### config.mk
export PLATFORM = sky130hd
export DESIGN_NAME = mem_writeback_flat
export DESIGN_NICKNAME = d
export VERILOG_FILES = /design/src/rtl/mem_writeback_if.sv /design/src/rtl/mem_writeback.sv /design/src/flat_wrapper.sv
export SDC_FILE = /design/constraint.sdc
export NUM_CORES = 1
export LEC_CHECK = 0
export CORE_MARGIN = 2
export CORE_UTILIZATION = 45
export CTS_CLUSTER_DIAMETER = 30
export CTS_CLUSTER_SIZE = 40
export DETAILED_ROUTE_END_ITERATION = 16
export DONT_BUFFER_PORTS = 1
export GPL_ROUTABILITY_DRIVEN = 0
export GPL_TIMING_DRIVEN = 0
export SKIP_CTS_REPAIR_TIMING = 1
export SYNTH_ARGS = -nofsm -noshare
export SYNTH_HDL_FRONTEND = slang
export SYNTH_SLANG_ARGS = --single-unit
### constraint.sdc
create_clock -name clk -period 6.9 [get_ports clk]
set_input_delay 1.725 -clock clk [delete_from_list [all_inputs] [get_ports clk]]
set_output_delay 1.725 -clock clk [all_outputs]
set_load 0.01 [all_outputs]
### src/rtl/mem_writeback_if.sv
// rtl/mem_writeback_if.sv - execute, data-memory and register-file writeback signal bundle
interface mem_writeback_if;
  logic        ex_valid;
  logic        ex_ready;
  logic [31:0] ex_result;
  logic [31:0] ex_addr;
  logic        ex_mem_write;
  logic        ex_mem_to_reg;
  logic [2:0]  ex_funct3;
  logic [4:0]  ex_dest_reg;
  logic        dmem_req;
  logic        dmem_we;
  logic [31:0] dmem_addr;
  logic [3:0]  dmem_be;
  logic [31:0] dmem_wdata;
  logic        dmem_ack;
  logic [31:0] dmem_rdata;
  logic        wb_we;
  logic [4:0]  wb_rd;
  logic [31:0] wb_data;
  logic        bus_err;
  logic        misalign_trap;

  modport master (
    input  ex_valid, ex_result, ex_addr, ex_mem_write, ex_mem_to_reg, ex_funct3, ex_dest_reg,
    input  dmem_ack, dmem_rdata,
    output ex_ready, dmem_req, dmem_we, dmem_addr, dmem_be, dmem_wdata,
    output wb_we, wb_rd, wb_data, bus_err, misalign_trap
  );

  modport slave (
    output ex_valid, ex_result, ex_addr, ex_mem_write, ex_mem_to_reg, ex_funct3, ex_dest_reg,
    output dmem_ack, dmem_rdata,
    input  ex_ready, dmem_req, dmem_we, dmem_addr, dmem_be, dmem_wdata,
    input  wb_we, wb_rd, wb_data, bus_err, misalign_trap
  );
endinterface

### src/rtl/mem_writeback.sv
// rtl/mem_writeback.sv - RV32I memory/writeback stage with req/ack data bus and access timeout
// Optional MISALIGN_TRAP_EN: trap misaligned H/W accesses instead of ignoring low address bits.
module mem_writeback #(
  parameter int unsigned MEM_TIMEOUT = 255
) (
  input  logic            clk,
  input  logic            reset,
  mem_writeback_if.master bus
);
  typedef enum logic {IDLE, ACCESS} state_t;

  localparam logic [7:0] TIMEOUT = 8'(MEM_TIMEOUT);

  state_t      state_q, state_d;
  logic [7:0]  cnt_q, cnt_d;
  logic [29:0] word_q, word_d;
  logic [1:0]  lane_q, lane_d;
  logic [3:0]  be_q, be_d;
  logic [31:0] wdata_q, wdata_d;
  logic        we_q, we_d;
  logic [4:0]  rd_q, rd_d;
  logic [2:0]  f3_q, f3_d;
  logic        wb_we_q, wb_we_d;
  logic [4:0]  wb_rd_q, wb_rd_d;
  logic [31:0] wb_data_q, wb_data_d;
  logic        bus_err_q, bus_err_d;
  logic        trap_q, trap_d;

  logic [1:0]  a;
  logic        is_byte, is_half, mem_op, misaligned;
  logic [3:0]  be_new;
  logic [31:0] wdata_new;
  logic [7:0]  ld_byte;
  logic [15:0] ld_half;
  logic [31:0] ld_data;

  always_comb begin
    a         = bus.ex_addr[1:0];
    is_byte   = (bus.ex_funct3 == 3'b000) || (bus.ex_funct3 == 3'b100);
    is_half   = (bus.ex_funct3 == 3'b001) || (bus.ex_funct3 == 3'b101);
    mem_op    = bus.ex_mem_write || bus.ex_mem_to_reg;
`ifdef MISALIGN_TRAP_EN
    misaligned = is_half ? a[0] : (!is_byte && (a != 2'b00));
`else
    misaligned = 1'b0;
`endif
    be_new    = 4'b1111;
    wdata_new = bus.ex_result;
    if (is_byte) begin
      be_new    = 4'b0001 << a;
      wdata_new = {4{bus.ex_result[7:0]}};
    end else if (is_half) begin
      be_new    = a[1] ? 4'b1100 : 4'b0011;
      wdata_new = {2{bus.ex_result[15:0]}};
    end
  end

  // Unrecognised funct3 codes fall through to a full-word load.
  always_comb begin
    ld_byte = 8'(bus.dmem_rdata >> {lane_q, 3'b000});
    ld_half = lane_q[1] ? bus.dmem_rdata[31:16] : bus.dmem_rdata[15:0];
    case (f3_q)
      3'b000:  ld_data = {{24{ld_byte[7]}}, ld_byte};
      3'b100:  ld_data = {24'd0, ld_byte};
      3'b001:  ld_data = {{16{ld_half[15]}}, ld_half};
      3'b101:  ld_data = {16'd0, ld_half};
      default: ld_data = bus.dmem_rdata;
    endcase
  end

  // cnt_q holds the ordinal of the current ACCESS cycle, so the request
  // stays up for exactly MEM_TIMEOUT cycles before an unacknowledged abort.
  always_comb begin
    state_d   = state_q;
    cnt_d     = cnt_q;
    word_d    = word_q;
    lane_d    = lane_q;
    be_d      = be_q;
    wdata_d   = wdata_q;
    we_d      = we_q;
    rd_d      = rd_q;
    f3_d      = f3_q;
    wb_we_d   = 1'b0;
    wb_rd_d   = wb_rd_q;
    wb_data_d = wb_data_q;
    bus_err_d = 1'b0;
    trap_d    = 1'b0;
    case (state_q)
      IDLE: begin
        if (bus.ex_valid) begin
          if (!mem_op) begin
            wb_we_d   = (bus.ex_dest_reg != 5'd0);
            wb_rd_d   = bus.ex_dest_reg;
            wb_data_d = bus.ex_result;
          end else if (misaligned) begin
            trap_d = 1'b1;
          end else begin
            state_d = ACCESS;
            cnt_d   = 8'd1;
            word_d  = bus.ex_addr[31:2];
            lane_d  = a;
            we_d    = bus.ex_mem_write;
            be_d    = bus.ex_mem_write ? be_new : 4'b1111;
            wdata_d = wdata_new;
            rd_d    = bus.ex_dest_reg;
            f3_d    = bus.ex_funct3;
          end
        end
      end
      ACCESS: begin
        if (bus.dmem_ack) begin
          state_d = IDLE;
          cnt_d   = 8'd0;
          if (!we_q) begin
            wb_we_d   = (rd_q != 5'd0);
            wb_rd_d   = rd_q;
            wb_data_d = ld_data;
          end
        end else if (cnt_q == TIMEOUT) begin
          state_d   = IDLE;
          cnt_d     = 8'd0;
          bus_err_d = 1'b1;
        end else begin
          cnt_d = cnt_q + 8'd1;
        end
      end
      default: state_d = IDLE;
    endcase
  end

  always_ff @(posedge clk or posedge reset) begin
    if (reset) begin
      state_q   <= IDLE;
      cnt_q     <= 8'd0;
      word_q    <= 30'd0;
      lane_q    <= 2'd0;
      be_q      <= 4'd0;
      wdata_q   <= 32'd0;
      we_q      <= 1'b0;
      rd_q      <= 5'd0;
      f3_q      <= 3'd0;
      wb_we_q   <= 1'b0;
      wb_rd_q   <= 5'd0;
      wb_data_q <= 32'd0;
      bus_err_q <= 1'b0;
      trap_q    <= 1'b0;
    end else begin
      state_q   <= state_d;
      cnt_q     <= cnt_d;
      word_q    <= word_d;
      lane_q    <= lane_d;
      be_q      <= be_d;
      wdata_q   <= wdata_d;
      we_q      <= we_d;
      rd_q      <= rd_d;
      f3_q      <= f3_d;
      wb_we_q   <= wb_we_d;
      wb_rd_q   <= wb_rd_d;
      wb_data_q <= wb_data_d;
      bus_err_q <= bus_err_d;
      trap_q    <= trap_d;
    end
  end

  assign bus.ex_ready      = (state_q == IDLE);
  assign bus.dmem_req      = (state_q == ACCESS);
  assign bus.dmem_we       = we_q;
  assign bus.dmem_addr     = {word_q, 2'b00};
  assign bus.dmem_be       = be_q;
  assign bus.dmem_wdata    = wdata_q;
  assign bus.wb_we         = wb_we_q;
  assign bus.wb_rd         = wb_rd_q;
  assign bus.wb_data       = wb_data_q;
  assign bus.bus_err       = bus_err_q;
  assign bus.misalign_trap = trap_q;
endmodule
### src/flat_wrapper.sv
// flat-port wrapper written by rule: the top's interface ports become plain ports
module mem_writeback_flat 
#(
  parameter int unsigned MEM_TIMEOUT = 255
)
  (clk, reset, bus_ex_valid, bus_ex_result, bus_ex_addr, bus_ex_mem_write, bus_ex_mem_to_reg, bus_ex_funct3, bus_ex_dest_reg, bus_dmem_ack, bus_dmem_rdata, bus_ex_ready, bus_dmem_req, bus_dmem_we, bus_dmem_addr, bus_dmem_be, bus_dmem_wdata, bus_wb_we, bus_wb_rd, bus_wb_data, bus_bus_err, bus_misalign_trap);
  mem_writeback_if bus_i ();
  input  logic clk;
  input  logic reset;
  input wire logic [$bits(bus_i.ex_valid)-1:0] bus_ex_valid;
  input wire logic [$bits(bus_i.ex_result)-1:0] bus_ex_result;
  input wire logic [$bits(bus_i.ex_addr)-1:0] bus_ex_addr;
  input wire logic [$bits(bus_i.ex_mem_write)-1:0] bus_ex_mem_write;
  input wire logic [$bits(bus_i.ex_mem_to_reg)-1:0] bus_ex_mem_to_reg;
  input wire logic [$bits(bus_i.ex_funct3)-1:0] bus_ex_funct3;
  input wire logic [$bits(bus_i.ex_dest_reg)-1:0] bus_ex_dest_reg;
  input wire logic [$bits(bus_i.dmem_ack)-1:0] bus_dmem_ack;
  input wire logic [$bits(bus_i.dmem_rdata)-1:0] bus_dmem_rdata;
  output wire logic [$bits(bus_i.ex_ready)-1:0] bus_ex_ready;
  output wire logic [$bits(bus_i.dmem_req)-1:0] bus_dmem_req;
  output wire logic [$bits(bus_i.dmem_we)-1:0] bus_dmem_we;
  output wire logic [$bits(bus_i.dmem_addr)-1:0] bus_dmem_addr;
  output wire logic [$bits(bus_i.dmem_be)-1:0] bus_dmem_be;
  output wire logic [$bits(bus_i.dmem_wdata)-1:0] bus_dmem_wdata;
  output wire logic [$bits(bus_i.wb_we)-1:0] bus_wb_we;
  output wire logic [$bits(bus_i.wb_rd)-1:0] bus_wb_rd;
  output wire logic [$bits(bus_i.wb_data)-1:0] bus_wb_data;
  output wire logic [$bits(bus_i.bus_err)-1:0] bus_bus_err;
  output wire logic [$bits(bus_i.misalign_trap)-1:0] bus_misalign_trap;
  assign bus_i.ex_valid = bus_ex_valid;
  assign bus_i.ex_result = bus_ex_result;
  assign bus_i.ex_addr = bus_ex_addr;
  assign bus_i.ex_mem_write = bus_ex_mem_write;
  assign bus_i.ex_mem_to_reg = bus_ex_mem_to_reg;
  assign bus_i.ex_funct3 = bus_ex_funct3;
  assign bus_i.ex_dest_reg = bus_ex_dest_reg;
  assign bus_i.dmem_ack = bus_dmem_ack;
  assign bus_i.dmem_rdata = bus_dmem_rdata;
  assign bus_ex_ready = bus_i.ex_ready;
  assign bus_dmem_req = bus_i.dmem_req;
  assign bus_dmem_we = bus_i.dmem_we;
  assign bus_dmem_addr = bus_i.dmem_addr;
  assign bus_dmem_be = bus_i.dmem_be;
  assign bus_dmem_wdata = bus_i.dmem_wdata;
  assign bus_wb_we = bus_i.wb_we;
  assign bus_wb_rd = bus_i.wb_rd;
  assign bus_wb_data = bus_i.wb_data;
  assign bus_bus_err = bus_i.bus_err;
  assign bus_misalign_trap = bus_i.misalign_trap;
  mem_writeback #(.MEM_TIMEOUT(MEM_TIMEOUT)) u_core (.clk(clk), .reset(reset), .bus(bus_i));
endmodule
# Word level (Yosys, flattened, before mapping)
# Index checks and enable logic that the tools add are counted.
[classes] addsub=1 n_eq_ne=12 shifts=2 mux=36 n_bitwise=1 n_reduce_logical=10
[ops] cell="$mux 32" n=6
[ops] cell="$pmux 32 s4" n=1
[ops] cell="$pmux 32 s2" n=1
[ops] cell="$mux 8" n=4
[ops] cell="$shr 32x5->8" n=1
[ops] cell="$mux 5" n=4
[ops] cell="$mux 16" n=1
[ops] cell="$mux 4" n=4
[ops] cell="$pmux 8 s2" n=1
[ops] cell="$eq 3x3->1 const B" n=4
[ops] cell="$mux 1" n=11
[ops] cell="$pmux 5 s2" n=1
[ops] cell="$reduce_bool 5->1" n=2
[ops] cell="$add 8x1->8 const B" n=1
[ops] cell="$eq 8x8->1 const B" n=1
[ops] cell="$ne 2x2->1 const B" n=4
[ops] cell="$eq 3x1->1 const B" n=2
[ops] cell="$logic_not 3->1" n=2
[ops] cell="$pmux 1 s2" n=2
[ops] cell="$reduce_and 4->1" n=1
[ops] cell="$shl 1x2->4 const A" n=1
[ops] cell="$logic_or 1x1->1" n=3
[ops] cell="$reduce_and 3->1" n=1
[ops] cell="$ne 2x1->1 const B" n=1
[ops] cell="2 further kinds" n=2
[word_totals] register_bits=125 in_bits=110 out_inout_bits=111 word_cells=75

# Logic depth before layout (Yosys ltp)
[logic_depth] depth_word=5 mapped_depth=7 ltp_nobuf=5

# Worst setup path after synthesis
# OpenSTA, ideal clock, no wires.
[synth_timing] kind="in2reg" startpoint="input bus_ex_mem_write" endpoint="register u_core.wb_data_q[21], in the netlist u_core.bus.wb_data[21]" setup_time_ns=0.129 arrival_ns=2.843 required_time_ns=6.771 path_slack_ns=3.928 stages=5 n_path_buf=2 cell_sequence="or4b_1 clkbuf_1 buf_2 nor3_1 a211oi_2"
[synth_via] elab_chain_len=3
[synth_rtl] element="start: declaration" line_no="flat_wrapper.sv:13" source="input wire logic [$bits(bus_i.ex_mem_write)-1:0] bus_ex_mem_write;"
[synth_rtl] element="$logic_or 1x1->1" line_no="mem_writeback.sv:41" source="mem_op = bus.ex_mem_write || bus.ex_mem_to_reg;"
[synth_rtl] element="$ne 2x2->1 (no line)"
[synth_rtl] element="$reduce_and 4->1 (no line)"
[synth_rtl] element="end signal: assignment" line_no="mem_writeback.sv:159" source="wb_data_q <= wb_data_d;"
[synth_rtl] element="end: declaration" line_no="mem_writeback.sv:25" source="logic [31:0] wb_data_q, wb_data_d;"
# Every way passes these cells.
# A chain may end at the register's enable or synchronous reset.

# Worst setup path after layout
[layout_timing] startpoint="register u_core.state_q, in the netlist u_core.bus.dmem_req" endpoint="output bus_ex_ready"
[layout_via] elab_chain_len=1
[layout_rtl] element="start: declaration" line_no="mem_writeback.sv:14" source="state_t state_q, state_d;"
[layout_rtl] element="start signal: assignment" line_no="mem_writeback.sv:148" source="state_q <= state_d;"
[layout_rtl] element="$not 1->1 (no line)"
[layout_rtl] element="end: declaration" line_no="flat_wrapper.sv:19" source="output wire logic [$bits(bus_i.ex_ready)-1:0] bus_ex_ready;"
# Every way passes these cells.

==> results.py <==
metrics = {
    "power_and_ir_drop": {
        "power.switching_uw": 884,
        "max-vdd-ir-drop_mv": 0.190,
        "switching_share_pct": 34.1,
        "combPwrFrac_pct": 18.5,
        "power.leakage_nw": 3.16,
        "internal_power_mw": 1.71,
        "pwr-share-seq_pct": 46.7,
        "clockPowerShare_pct": 34.8,
        "p_per_area_nw_per_um2": 371,
    },
    "critical_path": {
        "worstSetupPathType": "flip-flop to primary output",
        "crit_required_ns": 5.18,
        "crit_path_end_kind": "primary output",
        "cp-start-kind": "flip-flop",
        "cp_max_fo": 10,
        "arrival_ns": 1.81,
    },
    "yosys": {
        "synth_area_per_cell_sq_um": 9.05,
        "ys_seq_area_share_pct": 51.1,
        "ys_ff_latch": 125,
        "synth_edf_count": 0,
        "syn_inst": 676,
        "yosysWarnings": 0,
        "synth_top_flop_cell": "dfrtp_1",
        "async_flop_share_pct": 100,
        "synth_cell_type_count": 52,
        "syn_area_sq_um": 6120,
    },
    "layout": {
        "area_growth_syn_to_layout_pct": 14.0,
        "final_cell_mix": "210 x nand2_1, 125 x dfrtp_1, 49 x o21ai_0, 41 x nor2_1, 37 x mux2i_1",
        "layout_commonest_cell": "nand2_1",
        "fin_nets": 809,
        "drive_gt1_share_pct": 8.87,
        "instances_no_fill": 888,
        "fill_cells": 1223,
    },
    "grt": {
        "overflow": 0,
        "antenna_found_initial": 2,
        "grt_max_degree": 80,
        "grtUsageTotal_pct": 27.2,
        "grt_pass1_vias": 5197,
        "grt_pass1_wl_mm": 29.5,
    },
    "clocking": {
        "insertion_delay_ns": 0.43,
        "numCtsBuffers": 17,
        "clock-root-buffer": "clkbuf_16",
        "cts_buffer_depth": 2,
        "cts_sinks": 125,
        "cts_tree": "yes",
        "clkSlewWorstSetupHoldPaths_ns": 0.06,
        "htreeDepth": 4,
    },
    "route": {
        "ant_nets": 0,
        "first_pass_iters": 5,
        "drtIter0Drc": 282,
        "via_per_inst": 5.78,
        "wirelength_mm": 19.6,
        "wl_per_cell_um": 22.0,
        "vias": 5130,
        "remaining_drc_errors": 0,
    },
    "place": {
        "port_buffers": 0,
        "placed_cells": 855,
        "hpwl_mm": 14.9,
    },
    "timing": {
        "setup_viol": 0,
        "slew_violations": 0,
        "hold_viol": 0,
        "min_period_over_period_pct": 51.2,
        "rsz0062_at_grt": "no",
        "relSlewSlack_pct": 44.6,
        "fin_crit_ns": 3.53,
        "fin_setup_tns_ns": 0,
        "fin_skew_ns": 0.00757,
        "max_freq_mhz": 283,
        "tightest_slew_ns": 0.822,
    },
    "min_path": {
        "hp-class": "flip-flop to flip-flop",
    },
    "die": {
        "coreArea_sq_um": 13200,
        "num_io_pins": 221,
        "start_util_pct": 46.2,
        "dieArea_sq_um": 14500,
        "num_rows": 42,
        "fp.dieW_um": 121,
        "die_y_um": 121,
    },
    "status": {
        "outcome": "completed",
    },
    "job": {
        "drv_cap": 0,
    },
}
[cells in the mapped netlist (all sizes together), types with 6 or more instances]
cell | instances | area [sq um]
nand2 | 210 | 788
dfrtp | 125 | 3130
o21ai | 49 | 245
nor2 | 42 | 160
mux2i | 37 | 370
clkbuf | 29 | 109
a211oi | 23 | 223
nor3 | 22 | 110
a21oi | 21 | 105
buf | 16 | 106
o22a | 9 | 78.8
a21o | 7 | 52.6
a221oi | 7 | 61.3
nor2b | 7 | 43.8
inv | 6 | 22.5
or3 | 6 | 37.5
[power groups by stage]
stage	sequential [mW]	combinational, mW	clock, mW
after global routing	1.24	0.543	0.943
final	1.21	0.479	0.901
after CTS	1.21	0.480	0.913
after detailed placement	1.22	0.478	0
after floorplan	1.15	0.377	0
after global placement	1.22	0.455	0
[layout make-up]
class | instances | area, sq um | area share (%)
tap | 176 | 220 | 3.16
clock buffer | 20 | 447 | 6.41
sequential | 125 | 3130 | 44.9
clock inverter | 11 | 144 | 2.06
antenna | 2 | 5.00 | 0.0718
multi-input combinational | 501 | 2750 | 39.5
buffer | 45 | 215 | 3.09
inverter | 7 | 31.3 | 0.449
timing repair buffer | 1 | 27.5 | 0.395
[path summary, 6_finish.rpt]
check	start	to	slack [ns]	cells after the start
setup / recovery	u_core.bus.dmem_req$_DFF_PP0_	bus_ex_ready	3.37	3
hold reg to reg	u_core.rd_q[1]$_DFFE_PP0P_	u_core.rd_q[1]$_DFFE_PP0P_	0.50	2
max in group asynchronous	reset	u_core.cnt_q[5]$_DFFE_PP0P_	4.98	2
min in group asynchronous	reset	u_core.word_q[11]$_DFFE_PP0P_	1.18	1
setup reg to reg	u_core.bus.dmem_req$_DFF_PP0_	u_core.bus.dmem_wdata[9]$_DFFE_PP0P_	4.59	6
hold / removal	u_core.rd_q[1]$_DFFE_PP0P_	u_core.rd_q[1]$_DFFE_PP0P_	0.50	2
[worst max-delay path, cell delays in order (launching register included)]
cell and delay [ns]:
dfrtp_1 0.46, buf_2 0.23, inv_1 0.18, clkbuf_1 0.51
[metrics by stage]
step           utilization, %  hold WS [ns]  total power [mW]  worst slack, ns  area, sq um
3_3_place_gp             47.9         0.480              1.67            0.538         6340
4_1_cts                  52.6         0.509              2.61             3.37         6970
3_5_place_dp             48.1         0.494              1.70             3.20         6380
6_report                 52.6         0.502              2.59             3.37         6970
2_1_floorplan               -         0.459              1.52             1.85         6120
5_1_grt                  52.6         0.530              2.72             3.23         6970
[metal layers]
metal / share of wire [%] / vias up / track usage (%)
met5: 0 / - / 0
met4: 4.0 / 0 / 13.2
met3: 11 / 55 / 11.5
met2: 46 / 253 / 42.2
met1: 39 / 2453 / 32.6
li1: - / 2369 / -
[cell families after synthesis]
group / Yosys count / share of synthesized area (%)
flops: 125 / 51.1
mux: 41 / 6.79
fa+ha+maj: 1 / 0.205
compound gates: 142 / 16.1
xor+xnor: 4 / 0.573
buf+inv: 52 / 3.95
other cells: 1 / 0.0613
simple gates: 310 / 21.2
[registers in the layout (all words and copies together) (netlist names)]
signal,count
u_core.bus.dmem_wdata,32
u_core.bus.wb_data,32
u_core.word_q,30
u_core.cnt_q,8
u_core.bus.wb_rd,5
u_core.rd_q,5
u_core.bus.dmem_be,4
u_core.f3_q,3
u_core.lane_q,2
u_core.bus.bus_err,1
u_core.bus.dmem_req,1
u_core.bus.dmem_we,1
u_core.bus.wb_we,1
Note: power is estimated with default switching activity, not from simulation.
